### config.mk
export PLATFORM = sky130hd
export DESIGN_NAME = instr_mem_loader
export DESIGN_NICKNAME = d
export VERILOG_FILES = /design/src/rtl/instr_mem_loader.sv
export SDC_FILE = /design/constraint.sdc
export NUM_CORES = 2
export LEC_CHECK = 0
export BUFFER_PORTS_ARGS = -buffer_cell sky130_fd_sc_hd__buf_2
export CORE_MARGIN = 8
export CORE_UTILIZATION = 55
export CTS_CLUSTER_SIZE = 10
export DETAILED_ROUTE_END_ITERATION = 8
export PLACE_DENSITY_LB_ADDON = 0.2
export RECOVER_POWER = 50
export SLEW_MARGIN = 20
export SYNTH_ARGS = -nofsm -noshare
export SYNTH_HDL_FRONTEND = slang
export SYNTH_SLANG_ARGS = --single-unit
export TNS_END_PERCENT = 100
### constraint.sdc
create_clock -name clk -period 4.4 [get_ports clk]
set_input_delay 0.44 -clock clk [delete_from_list [all_inputs] [get_ports clk]]
set_output_delay 0.44 -clock clk [all_outputs]
set_load 0.02 [all_outputs]
### src/rtl/instr_mem_loader.sv
// Instruction memory with a streaming valid/ready load port and a 1-cycle registered fetch port.
// Optional build macro INSTR_MEM_PARITY_EN adds a stored even-parity bit per word and parity_err checking.
module instr_mem_loader #(
    parameter int DATA_WIDTH = 32,
    parameter int ADDR_WIDTH = 7
) (
    input  logic                  clk,
    input  logic                  rst_n,
    input  logic                  load_start,
    input  logic [ADDR_WIDTH-1:0] load_base,
    input  logic                  load_valid,
    input  logic [DATA_WIDTH-1:0] load_data,
    input  logic                  load_last,
    output logic                  load_ready,
    output logic                  load_busy,
    output logic [ADDR_WIDTH:0]   load_count,
    output logic                  load_wrap,
    input  logic                  fetch_req,
    input  logic [ADDR_WIDTH-1:0] fetch_addr,
    input  logic                  fetch_stall,
    output logic [DATA_WIDTH-1:0] fetch_data,
    output logic                  fetch_valid,
    output logic                  parity_err
);

    localparam int DEPTH = 2 ** ADDR_WIDTH;
    localparam logic [ADDR_WIDTH:0] COUNT_MAX = (ADDR_WIDTH + 1)'(DEPTH);

    typedef enum logic {IDLE = 1'b0, LOAD = 1'b1} state_t;

    state_t                state, state_next;
    logic [ADDR_WIDTH-1:0] wptr;
    logic [DATA_WIDTH-1:0] mem [DEPTH];
    logic                  accept;
    logic                  fetch_go;

    assign load_ready = (state == LOAD);
    assign load_busy  = (state == LOAD);
    assign accept     = load_valid && load_ready;
    // A load_start in IDLE pre-empts a simultaneous fetch request.
    assign fetch_go   = fetch_req && !fetch_stall && (state == IDLE) && !load_start;

    always_ff @(posedge clk or negedge rst_n) begin
        if (!rst_n) state <= IDLE;
        else        state <= state_next;
    end

    always_comb begin
        state_next = state;
        case (state)
            IDLE:    if (load_start) state_next = LOAD;
            LOAD:    if (accept && load_last) state_next = IDLE;
            default: state_next = IDLE;
        endcase
    end

    // ---- load session bookkeeping ----
    always_ff @(posedge clk or negedge rst_n) begin
        if (!rst_n) begin
            wptr       <= '0;
            load_count <= '0;
            load_wrap  <= 1'b0;
        end else if (state == IDLE && load_start) begin
            wptr       <= load_base;
            load_count <= '0;
            load_wrap  <= 1'b0;
        end else if (accept) begin
            wptr <= wptr + 1'b1;
            if (wptr == '1)              load_wrap  <= 1'b1;
            if (load_count != COUNT_MAX) load_count <= load_count + 1'b1;
        end
    end

    // Storage is never reset so a reset mid-load keeps already written words.
    always_ff @(posedge clk) begin
        if (accept) mem[wptr] <= load_data;
    end

    // ---- fetch stage ----
    always_ff @(posedge clk or negedge rst_n) begin
        if (!rst_n) begin
            fetch_data  <= '0;
            fetch_valid <= 1'b0;
        end else if (!fetch_stall) begin
            fetch_valid <= fetch_go;
            if (fetch_go) fetch_data <= mem[fetch_addr];
        end
    end

`ifdef INSTR_MEM_PARITY_EN
    function automatic logic word_parity(input logic [DATA_WIDTH-1:0] w);
        return ^w;
    endfunction

    logic par_mem [DEPTH];

    always_ff @(posedge clk) begin
        if (accept) par_mem[wptr] <= word_parity(load_data);
    end

    always_ff @(posedge clk or negedge rst_n) begin
        if (!rst_n) begin
            parity_err <= 1'b0;
        end else if (!fetch_stall) begin
            if (fetch_go) parity_err <= word_parity(mem[fetch_addr]) ^ par_mem[fetch_addr];
            else          parity_err <= 1'b0;
        end
    end
`else
    assign parity_err = 1'b0;
`endif

endmodule
==> metrics <==
TritonCTS Buffers 457; ys async rst share 1.21%; Yosys reg bits 4146; Layout Nets 8526; drt drc 0; PostCTS Resize Cnt 0; Internal 0.0649 W; slowest CP cell clkbuf_1; area taken by flip-flops and latches 124000 um2; Post-Syn Area 160000 um2; Top Ports 98; Netlist cell types 61; Syn-to-layout area delta 13.5%; dpl ws 0.0886 ns; CTS Buffer Depth 4; WP data required 5.06 ns; VDD IR max 0.368 mV; GRT Util Overall 29.2%; Worst Path Max Fanout 69; routability cong. 0.907; layout cells sized above 1 21.9%; slack of the critical path 0.387 ns; Synth area leader edfxtp_1; Reg clk slew, reported paths 0.05 ns; max-cap viol count 46; Slew Limit Headroom -228%; Worst Path Buf+Inv 2; final period utilization 91.2%; Mapped Nets 7875; hold violation count in the final report 0; CTS Sinks 4146; Clock power frac 40.0%; Final TNS setup 0 ns; CTS tree built; pwr dens 463 nW/um2; die area 309000 um2; Clock Skews 0.0814 ns; Setup crit start load_data[3]; Final Hold Slack 0.256 ns; Lkg Pwr 59.2 nW; Sw Pwr 0.0195 W; TritonRoute pass-1 iters 6; synth top area cells edfxtp_1 (77%), mux4_2 (8.6%), mux2i_1 (5.8%); First DRT Iteration DRCs 12.0k; outcome complete, but fails checks; area of the multi-input gates 34500 um2; max frequency 249 MHz; RSZ-0062 raised after global routing false; critical path class in -> reg; synthesized instance count 7819; register area share after synthesis 77.5%; top_reg_cell synth edfxtp_1; # rows 198; Crit path max-delay family buffers and inverters; Worst-Margin Slew 4.91 ns; number of global-route vias before repair 83.0k; ANT nets after route 0; clock latency on the worst-skew pair 0.99 ns; CP Capture Type register; nature of the critical path startpoint input pin; Total Wirelength 458000 um; number of enable flip-flop cells after synthesis 4096; Comb pwr share 7.1%; die outline height 556 um; first-pass GRT wire length 639000 um; Detail Placement HPWL 276000 um; setup violators final 0; Ys Warns 0; die width 556 um; share of the synthesized area in the top cell type 76.7%; worst reg2reg startpoint load_busy; failing checks max-capacitance violations, max-slew violations; Vias/cell 6.66; WL per Instance 36.4 um; Worst Path Arrival 4.67 ns; HP Class in -> reg; via count 83.8k; crit path cell chain clkbuf_1 > clkbuf_2; Synth Area per Inst 20.5 um2; Placed Cells 11.9k; port buffer count 96; initial antenna violation count 25; max incr delay on CP 3.18 ns; Period minus WS final 4.01 ns; switching fraction of total power 23.1%; core area 291000 um2; Initial Util 55.2%; pin count of the biggest net entering global routing 122; Post-CTS Setup Bufs 0; clock root buffer clkbuf_16; Reg power frac 52.9%; Post-Layout Cell Count 12.6k; CTS HTree Levels 5; Max Slew Vio Count 2421; number of fill cells in the layout 19.7k; HP Start load_start; total grt overflow 0
routing by layer:
layer | part of all wire, % | track usage [%] | vias up
li1 | - | - | 33681
met1 | 37 | 40.3 | 44124
met2 | 46 | 45.0 | 5115
met3 | 11 | 5.72 | 889
met4 | 6.1 | 14.7 | 8
met5 | 0.010 | 0 | -
registers in the layout, summed over array words and instances (netlist names):
name and count:
mem 4096, fetch_data 32, load_count 8, wptr 7
fetch_valid 1, load_busy 1, load_wrap 1
path summary, 6_finish.rpt:
| kind | end | slack [ns] | depth (start not counted) |
|---|---|---|---|
| min in group asynchronous | fetch_valid | 1.50 | 2 |
| min reg2reg | fetch_valid | 0.49 | 2 |
| min | wptr[0] | 0.26 | 4 |
| max reg2reg | fetch_data[13] | 0.59 | 6 |
| max in group asynchronous | load_count[4] | 0.48 | 2 |
| max | mem[127][3] | 0.39 | 2 |
cell usage in the layout, fill, tap and decap left out, types with 8 or more instances in the layout:
cell type and count:
a211oi_1 83, a21oi_1 104, a221o_1 28, a221oi_1 15
a22oi_1 123, a32oi_1 26, and2_1 72, buf_12 68
buf_2 45, buf_4 425, clkbuf_1 231, clkbuf_16 458
clkbuf_2 30, clkinv_16 18, dfrtp_1 50, diode_2 17
dlygate4sd3_1 22, edfxtp_1 4096, mux2_2 44, mux2i_1 926
mux4_2 615, nand2_1 187, nand2b_1 8, nand3_1 33
nor2_1 115, nor2_4 131, nor2b_1 46, nor3_1 97
o211ai_1 32, o21ai_0 49, o221ai_1 59, o22ai_1 197
o31ai_1 35, o32a_1 23, o32ai_1 9, o32ai_2 12
o41ai_1 34
stage by stage:
step | total power, W | util [%] | instance area [um2]
floorplan | 0.0478 | - | 160000
global placement | 0.0511 | 58.2 | 169000
detailed placement | 0.0513 | 58.2 | 169000
CTS | 0.0846 | 62.7 | 182000
global route | 0.0864 | 62.6 | 182000
finish | 0.0844 | 62.6 | 182000
cell usage after synthesis (7+ instances only):
cell / instances
a221o_1: 28
or2_2: 10
nor2b_1: 48
nand3_1: 34
mux2_2: 44
dfrtp_1: 50
o211ai_1: 32
nor3_1: 97
a211oi_1: 84
a221oi_1: 15
o32ai_1: 21
or3_1: 7
xor2_1: 7
a22oi_1: 123
nand2b_1: 13
o32a_1: 23
buf_4: 94
and2_1: 73
nand2_1: 188
a21oi_1: 106
a32oi_1: 26
o31ai_1: 35
mux4_2: 615
inv_1: 7
o22ai_1: 197
mux2i_1: 926
nor2_1: 246
buf_2: 96
buf_1: 30
clkbuf_1: 178
o21ai_0: 49
o41ai_1: 35
o221ai_1: 59
buf_6: 59
edfxtp_1: 4096
worst min-delay path, cell delays in order:
cell and delay (ns):
buf_2 0.20, nand2b_1 0.30, nand3_1 0.12, o211ai_1 0.10
cell families (layout without fill, tap and decap cells):
logic type	after synthesis	after routing	share of synthesized area, %
DFF	4146	4146	77.5
muxes	1585	1585	14.7
AOI/OAI and AO/OA	866	866	3.89
and+or+nand+nor	735	735	2.10
buffers and inverters	475	1328	1.75
xor gates and xnor gates	8	8	0.0437
adders and majority gates	3	3	0.0234
other	1	18	0.00234
area by class of cell:
| cell class | instances | share of cell area (%) |
|---|---|---|
| diodes | 17 | 0.0234 |
| clock buffers | 629 | 6.66 |
| clock inverters | 32 | 0.394 |
| inverters | 9 | 0.0213 |
| multi-input cells | 3198 | 19.0 |
| flip-flops and latches | 4146 | 68.2 |
| well taps | 3900 | 2.68 |
| repair buffers | 658 | 3.01 |
power by group through the flow:
stage / Clock (W) / Sequential [W] / Combinational, W
final: 0.0338 / 0.0446 / 0.00597
after global routing: 0.0356 / 0.0446 / 0.00617
after CTS: 0.0341 / 0.0445 / 0.00596
after detailed placement: 0 / 0.0454 / 0.00593
after global placement: 0 / 0.0453 / 0.00582
after floorplan: 0 / 0.0451 / 0.00268
what timing repair did:
item	in CTS	in global routing
hold endpoints to repair	204	22
hold buffers	20	2
setup endpoints to repair	0	0
No activity file was read; power rests on OpenSTA's default activity.
